### src/rtl/l1d_entry_alloc.sv
// l1d_entry_alloc
//
// Entry allocator for the L1D miss/fill entry array. Keeps one busy bit per
// entry and grants a free entry round-robin, starting the search at the entry
// after the one granted last. The grant is a binary enable+index pair that
// feeds the per-entry one-hot enable decoder directly downstream. Entries are
// returned through the free port. Occupancy, full/empty and a sticky
// bad-free flag are reported from registered state.
//
// Optional feature (compile-time macro L1D_ENTRY_ALLOC_FREE_BYPASS_EN):
//   When defined, an entry released this cycle is also searchable this cycle,
//   so a free and a re-allocation of the same entry can happen together. In
//   that case the busy bit stays set and busy_cnt is unchanged. When the macro
//   is undefined, a freed entry becomes grantable only from the next cycle.
//
// Ports:
//   clk          in   clock, all state updates on the rising edge
//   rst          in   asynchronous active-high reset
//   alloc_vld    in   requester wants one entry this cycle
//   alloc_rdy    out  a grantable entry exists this cycle
//   alloc_en     out  alloc_vld & alloc_rdy, allocation happens this cycle
//   alloc_idx    out  granted index (0 when alloc_rdy is low)
//   free_en      in   release one entry this cycle
//   free_idx     in   index being released
//   entry_busy   out  registered busy vector
//   busy_cnt     out  registered number of busy entries, 0..ENTRY_NUM
//   full         out  registered, busy_cnt == ENTRY_NUM
//   empty        out  registered, busy_cnt == 0
//   err_bad_free out  sticky, set by a free of a non-busy entry

module l1d_entry_alloc #(
    parameter int unsigned IDX_WIDTH = 4
) (
    input  logic                       clk,
    input  logic                       rst,
    input  logic                       alloc_vld,
    output logic                       alloc_rdy,
    output logic                       alloc_en,
    output logic [IDX_WIDTH-1:0]       alloc_idx,
    input  logic                       free_en,
    input  logic [IDX_WIDTH-1:0]       free_idx,
    output logic [(1<<IDX_WIDTH)-1:0]  entry_busy,
    output logic [IDX_WIDTH:0]         busy_cnt,
    output logic                       full,
    output logic                       empty,
    output logic                       err_bad_free
);

    localparam int unsigned ENTRY_NUM = 1 << IDX_WIDTH;

    localparam logic [IDX_WIDTH:0]   CntOne  = (IDX_WIDTH+1)'(1);
    localparam logic [IDX_WIDTH:0]   CntZero = '0;
    localparam logic [IDX_WIDTH:0]   CntFull = (IDX_WIDTH+1)'(ENTRY_NUM);
    localparam logic [IDX_WIDTH-1:0] IdxOne  = IDX_WIDTH'(1);

    // ------------------------------------------------------------------
    // State
    // ------------------------------------------------------------------
    logic [ENTRY_NUM-1:0] busy_q,   busy_d;
    logic [IDX_WIDTH:0]   cnt_q,    cnt_d;
    logic [IDX_WIDTH-1:0] rr_ptr_q, rr_ptr_d;
    logic                 full_q,   full_d;
    logic                 empty_q,  empty_d;
    logic                 err_q,    err_d;

    // ------------------------------------------------------------------
    // Free classification
    // ------------------------------------------------------------------
    logic free_legal;
    logic free_bad;

    assign free_legal = free_en &  busy_q[free_idx];
    assign free_bad   = free_en & ~busy_q[free_idx];

    // ------------------------------------------------------------------
    // Search vector
    // ------------------------------------------------------------------
    logic [ENTRY_NUM-1:0] search_vec;

`ifdef L1D_ENTRY_ALLOC_FREE_BYPASS_EN
    logic [ENTRY_NUM-1:0] free_onehot;

    assign free_onehot = {{(ENTRY_NUM-1){1'b0}}, 1'b1} << free_idx;
    // A legally freed entry is offered to the requester in the same cycle.
    assign search_vec  = ~busy_q | (free_legal ? free_onehot : '0);
`else
    assign search_vec  = ~busy_q;
`endif

    // ------------------------------------------------------------------
    // Round-robin pick: first set bit at or above rr_ptr, wrapping.
    // The loop runs from the farthest offset down to offset 0 so that the
    // last hit written is the one closest to rr_ptr, which avoids a break.
    // ------------------------------------------------------------------
    logic                 grant_found;
    logic [IDX_WIDTH-1:0] grant_idx;
    logic [IDX_WIDTH-1:0] cand;

    always_comb begin
        grant_found = 1'b0;
        grant_idx   = '0;
        cand        = '0;
        for (int i = ENTRY_NUM - 1; i >= 0; i--) begin
            // Index arithmetic wraps naturally at IDX_WIDTH bits.
            cand = rr_ptr_q + IDX_WIDTH'(i);
            if (search_vec[cand]) begin
                grant_found = 1'b1;
                grant_idx   = cand;
            end
        end
    end

    assign alloc_rdy = grant_found;
    assign alloc_en  = alloc_vld & grant_found;
    assign alloc_idx = grant_idx;

    // ------------------------------------------------------------------
    // Next state
    // ------------------------------------------------------------------
    always_comb begin
        busy_d = busy_q;
        // Clear before set: a bypassed free + re-alloc of one entry leaves it busy.
        if (free_legal) begin
            busy_d[free_idx] = 1'b0;
        end
        if (alloc_en) begin
            busy_d[grant_idx] = 1'b1;
        end
    end

    always_comb begin
        cnt_d = cnt_q;
        case ({alloc_en, free_legal})
            2'b10:   cnt_d = cnt_q + CntOne;
            2'b01:   cnt_d = cnt_q - CntOne;
            default: cnt_d = cnt_q;
        endcase
    end

    assign rr_ptr_d = alloc_en ? (grant_idx + IdxOne) : rr_ptr_q;
    assign full_d   = (cnt_d == CntFull);
    assign empty_d  = (cnt_d == CntZero);
    assign err_d    = err_q | free_bad;

    always_ff @(posedge clk or posedge rst) begin
        if (rst) begin
            busy_q   <= '0;
            cnt_q    <= '0;
            rr_ptr_q <= '0;
            full_q   <= 1'b0;
            empty_q  <= 1'b1;
            err_q    <= 1'b0;
        end else begin
            busy_q   <= busy_d;
            cnt_q    <= cnt_d;
            rr_ptr_q <= rr_ptr_d;
            full_q   <= full_d;
            empty_q  <= empty_d;
            err_q    <= err_d;
        end
    end

    // ------------------------------------------------------------------
    // Outputs
    // ------------------------------------------------------------------
    assign entry_busy   = busy_q;
    assign busy_cnt     = cnt_q;
    assign full         = full_q;
    assign empty        = empty_q;
    assign err_bad_free = err_q;

endmodule

### config.mk
export PLATFORM = sky130hd
export DESIGN_NAME = l1d_entry_alloc
export DESIGN_NICKNAME = d
export VERILOG_FILES = /design/src/rtl/l1d_entry_alloc.sv
export SDC_FILE = /design/constraint.sdc
export NUM_CORES = 1
export LEC_CHECK = 0
export BUFFER_PORTS_ARGS = -buffer_cell sky130_fd_sc_hd__buf_2
export CAP_MARGIN = 10
export CORE_UTILIZATION = 55
export DETAILED_ROUTE_END_ITERATION = 12
export PLACE_DENSITY = 0.85
export SYNTH_ARGS = -nofsm -noshare
export SYNTH_HDL_FRONTEND = slang
export SYNTH_SLANG_ARGS = --single-unit
### constraint.sdc
create_clock -name clk -period 5.9 [get_ports clk]
set_input_delay 0 -clock clk [delete_from_list [all_inputs] [get_ports clk]]
set_output_delay 0 -clock clk [all_outputs]
set_load 0.01 [all_outputs]
Word-level counts from Yosys, hierarchy flattened:

Cells that the tools add are included.

* add/subtract/negate cells: 18
* multiplexer cells: 73
* reduce and logical (&&, ||, !) cells: 3
* $lt $le $gt $ge: 20
* equal/unequal tests: 3
* bitwise logic cells: 9

Operator list (count)
* $lt A4 B5 Y1 const B: 18
* $bmux W1 S4: 17
* $mux W4: 16
* $mux W1: 35
* $add A4 B4 Y4 const B: 8
* $mux W16: 2
* $not A16 Y16: 2
* $add A4 B3 Y4 const B: 4
* $and A16 B16 Y16: 1
* $or A16 B16 Y16: 1
* $pmux W5 S2: 1
* $add A4 B1 Y4 const B: 2
* $add A4 B2 Y4 const B: 2
* $demux W1 S4: 2
* $ge A4 B1 Y1 const B: 2
* $add A5 B1 Y5 const B: 1
* $eq A5 B5 Y1 const B: 1
* $logic_not A5 Y1: 1
* $sub A5 B1 Y5 const B: 1
* $and A1 B1 Y1: 3
* $eq A2 B1 Y1 const B: 1
* $eq A2 B2 Y1 const B: 1
* $logic_and A1 B1 Y1: 2
* $not A1 Y1: 1
* $or A1 B1 Y1: 1

* register bits after elaboration: 28
* output and inout port bits: 30
* logic and storage cells: 132
* input port bits: 8

Logic depth before layout (Yosys ltp):

* depth in word-level cells: 25
* gate-level depth with buffers: 25
* depth with buffers taken out: 19

Least setup slack after synthesis:

No wires, ideal clock.

* path kind: register -> register
* start: reg rr_ptr_q[1]
* end: reg full_q, in the netlist full
* setup time: 0.073 ns
* cell stages (with the launch flop): 26
* data required time: 5.827 ns
* slack: 0.271 ns
* period minus slack after synthesis: 5.629 ns
* arrival time: 5.556 ns
* path buffers: 6
* cell sequence: dfrtp_1 > buf_4 > buf_1 > inv_1 > ha_1 > buf_2 > mux4_2 > mux2_2 > mux2_2 > nand2b_1 > nor3_1 > nand4_1 > and2_1 > clkbuf_1 > clkbuf_1 > inv_1 > ha_1 > clkbuf_1 > xor2_1 > ha_1 > a21oi_1 > xnor2_1 > nand2b_1 > xnor2_1 > or4_1 > nor2b_1

* longest elaborated chain between the ends: 23
* elaborated cells between the ends (all ways): 68
* those cells by class: 15 x add/sub; 3 x eq/ne; 49 x mux; 1 x bitwise

RTL lines
* start, declared: RTL line 61 `logic [IDX_WIDTH-1:0] rr_ptr_q, rr_ptr_d;`
* start signal, assigned: RTL line 156 `rr_ptr_q <= rr_ptr_d;`
* $add A4 B4 Y4: RTL line 105 `cand = rr_ptr_q + IDX_WIDTH'(i);`
* $bmux W1 S4: RTL line 106 `if (search_vec[cand]) begin`
* $mux W1 (not written as such): RTL line 106
* $mux W1 (15 in series): RTL line 106
* $mux W1 *: RTL line 106
* named net alloc_rdy: RTL line 37 `output logic alloc_rdy,`
* $and A1 B1 Y1 *: RTL line 114 `assign alloc_en = alloc_vld & grant_found;`
* named net alloc_en: RTL line 38 `output logic alloc_en,`
* $eq A2 B1 Y1 / $eq A2 B2 Y1 (equally long branches): RTL line 133 `case ({alloc_en, free_legal})`
* $pmux W5 S2 *: RTL line 133
* named net cnt_d[2]: RTL line 60 `logic [IDX_WIDTH:0] cnt_q, cnt_d;`
* $eq A5 B5 Y1 *: RTL line 141 `assign full_d = (cnt_d == CntFull);`
* named net full_d: RTL line 62 `logic full_q, full_d;`
* end signal, assigned: RTL line 157 `full_q <= full_d;`
* end, declared: RTL line 62

Mark *: on every way through the listed nets, which the timed path passes. The rest lies on a longest branch. The select of a mux whose other input is x is not followed.
A chain may end at the register's enable or synchronous reset.

Worst setup path after layout:

* start: reg rr_ptr_q[0]
* end: reg empty_q, in the netlist empty

* longest elaborated chain between the ends: 23
* elaborated cells between the ends (all ways): 68
* those cells by class: 15 x add/sub; 2 x eq/ne; 49 x mux; 1 x bitwise; 1 x reduce/logical

RTL lines
* $add A4 B4 Y4: RTL line 105
* $bmux W1 S4: RTL line 106
* $mux W1 (not written as such): RTL line 106
* $mux W1 (15 in series): RTL line 106
* $mux W1 *: RTL line 106
* $and A1 B1 Y1 *: RTL line 114
* $eq A2 B1 Y1 / $eq A2 B2 Y1 (equally long branches): RTL line 133
* $pmux W5 S2 *: RTL line 133
* named net cnt_d[2]: RTL line 60
* $logic_not A5 Y1 *: RTL line 142 `assign empty_d = (cnt_d == CntZero);`
* named net empty_d: RTL line 63 `logic empty_q, empty_d;`
* end signal, assigned: RTL line 158 `empty_q <= empty_d;`
* end, declared: RTL line 63

Marks and branches as above.

==> summary.txt <==
Outcome
  • Status: finished, final reports clean

Placed design
  • Dpl hpwl: 8.40 mm
  • Port Buffers: 37
  • GP Congestion: just over 1

Min path
  • Hold Path Class: input port to register

Layout
  • Nets: 454
  • Area growth, synth to finish: 8.25%
  • Fill count: 542
  • Most frequent cells in the layout: nand2_1, buf_2, mux2i_1, nor2_1, dfrtp_1
  • Antenna diodes: 0
  • Most common cell after layout, fill and taps aside: nand2_1
  • Share of cells above drive strength 1: 0.258

Route
  • Final ANT Viol Nets: 0
  • DRT iter0 DRCs: around 430
  • Drt pass-1 iters: 9
  • Routed WL: 11.5 mm
  • Residual DRC count: 0
  • WL/cell: 22.4 um
  • Vias: between 3000 and 4000
  • Via density: ~7.4

Synthesis
  • Post-Synthesis Cell Area: about 3800 um^2
  • Synth Instances: around 400
  • #FFs+latches synth: 28
  • Synth Flop Type: dfrtp_1
  • Ys Warns: 0
  • Post-synthesis sequential area ratio: 0.184
  • Netlist cell types: 68
  • Area leader, netlist: dfrtp_1
  • Average instance area after synthesis: between 9 and 10 um^2
  • Yosys top cell area share: 0.177
  • Share of flip-flops with an asynchronous set or reset: 1.00
  • Synth area leaders: dfrtp_1, mux4_2, mux2i_1
  • Syn Nets: between 400 and 500
  • Number of synthesized flops with an enable pin: 0

Clock tree
  • Worst-skew pair later-pin latency: between 0.2 and 0.3 ns
  • Clock Tree Root: clkbuf_8
  • Num CTS Buffers: 3
  • Clk buf depth: 2
  • Clk slew on worst S/H paths: 0.09 ns
  • Cts hold-fix bufs: 2
  • Post-CTS setup buffer count: 0
  • CTS resizes: 0
  • TritonCTS clock tree: yes
  • # H-tree levels: 1
  • CTS Sinks: 28

Critical path
  • Cell mode on critical path: ha_1
  • Crit path buffers/inverters: 4
  • WP data required: 6.11 ns
  • Setup CP Type: register to register
  • CP max stage cell: ha_1
  • CP max FO: 25
  • Setup crit end kind: register
  • Top delay family on crit path: simple AND/OR/NAND/NOR gates
  • Worst setup SP type: register
  • CP cell instances: clkinv_1 > ha_1 > inv_1 > mux4_2 > mux2_2 > nand2b_1 > nor3_1 > nand4_1 > and2_1 > buf_4 > inv_1 > ha_1 > xor2_1 > ha_1 > a21oi_1 > xnor2_1 > nand2b_1 > xnor2_1 > or4_1 > nor2_1
  • Worst Path Arrival: between 5 and 6 ns
  • Max stage delay on crit path: 0.71 ns

STA
  • Fin. Hold Viols: 0
  • Slew headroom: 0.306
  • Total negative setup slack: 0 ns
  • Worst Skew: 0.00622 ns
  • Max Slew Vio Count: 0
  • Unrepaired setup endpoints after global routing: no
  • FMAX: ~0.19 GHz
  • Worst Tran Pin Value: ~1.0 ns
  • Final setup vio count: 0
  • Period Utilization, post-route: 0.897
  • Fin crit period: about 5.3 ns

Global routing
  • First-pass GRT wire length: between 15 and 20 mm
  • Number of global-route vias before repair: around 3600
  • Initial antenna violation count: 0
  • GRT Residual Overflow: 0
  • Largest net degree at the start of global routing: 30
  • GRT Total Usage: 0.317

Die
  • I/O Pins: 38
  • Die area: around 7300 um^2
  • Die width: 85.4 um
  • Starting Density: 0.566
  • Core Region: ~6800 um^2
  • Num rows: 30
  • Die H: 85.4 um

Flow run
  • Max Cap Viol: 0
==> worst paths after layout <==
kind                         startpoint              to  slack, ns  cells past startpoint
setup / recovery            rr_ptr_q[0]           empty       0.61                     20
hold / removal              free_idx[2]  entry_busy[13]       0.11                      3
setup reg to reg            rr_ptr_q[0]           empty       0.61                     20
hold reg to reg            err_bad_free    err_bad_free       0.49                      1
max in group asynchronous           rst  entry_busy[15]       4.75                      3
min in group asynchronous           rst     busy_cnt[4]       0.52                      3
==> per-layer routing <==
layer  global-route usage  part of all wire  vias up
li1                     -                 -     1618
met1                0.428              0.38     1788
met2                0.515              0.47      325
met3               0.0263              0.11       73
met4                0.164             0.051        0
met5                    0                 0        -
==> state kept, by name, summed over array words and instances, names as in the netlist <==
register and flops:
busy_cnt 5, empty 1, entry_busy 16, err_bad_free 1, full 1, rr_ptr_q 4
==> worst register-to-register path: stages (launching register included) <==
cell and delay, ns:
dfrtp_1 0.35, clkinv_1 0.21, ha_1 0.71, inv_1 0.23, mux4_2 0.52, mux2_2 0.34, nand2b_1 0.20, nor3_1 0.20
nand4_1 0.15, and2_1 0.19, buf_4 0.21, inv_1 0.12, ha_1 0.29, xor2_1 0.11, ha_1 0.23, a21oi_1 0.17
xnor2_1 0.14, nand2b_1 0.08, xnor2_1 0.14, or4_1 0.53, nor2_1 0.12
==> kinds of logic after synthesis <==
family          Yosys count  share of synthesized area
simple gates            128                      0.159
compound gates           90                      0.182
mux                      84                      0.331
buf+inv                  35                     0.0416
flops                    28                      0.184
xor+xnor                 20                     0.0566
fa+ha+maj                14                     0.0458
==> layout make-up <==
class / instances / area [um^2] / share of cell area
multi-input cells: 336 / 2960 / 0.716
flip-flops and latches: 28 / 702 / 0.170
repair buffers: 48 / 273 / 0.0659
well taps: 80 / 100 / 0.0242
inverters: 15 / 56.3 / 0.0136
clock buffers: 4 / 45.0 / 0.0109
==> through the flow <==
stage                util  instance area, um^2  instances  hold WS [ns]  setup slack (ns)
floorplan               -                 3820        399        0.0647             0.271
global placement    0.603                 4070        505         0.258             0.912
detailed placement  0.603                 4070        505         0.272             0.703
CTS                 0.612                 4140        511         0.103             0.679
global route        0.612                 4140        511         0.128             0.203
finish              0.612                 4140        511         0.112             0.607
==> cell usage after synthesis, types with 5 or more instances <==
cell / count
inv_1: 12
o21ai_0: 10
o31ai_1: 6
mux2i_1: 31
mux2_2: 22
a211oi_1: 8
nand2_1: 42
nor2b_1: 10
ha_1: 14
mux4_2: 26
nor2_1: 30
nand2b_1: 6
dfrtp_1: 27
a32o_1: 16
xnor2_1: 13
nor3_1: 7
a21oi_1: 9
buf_4: 5
nand3_1: 14
clkbuf_1: 10
Power is left out: the tool's default activity adds up to more than one toggle a clock period on the data nets, which glitch-free logic cannot reach.
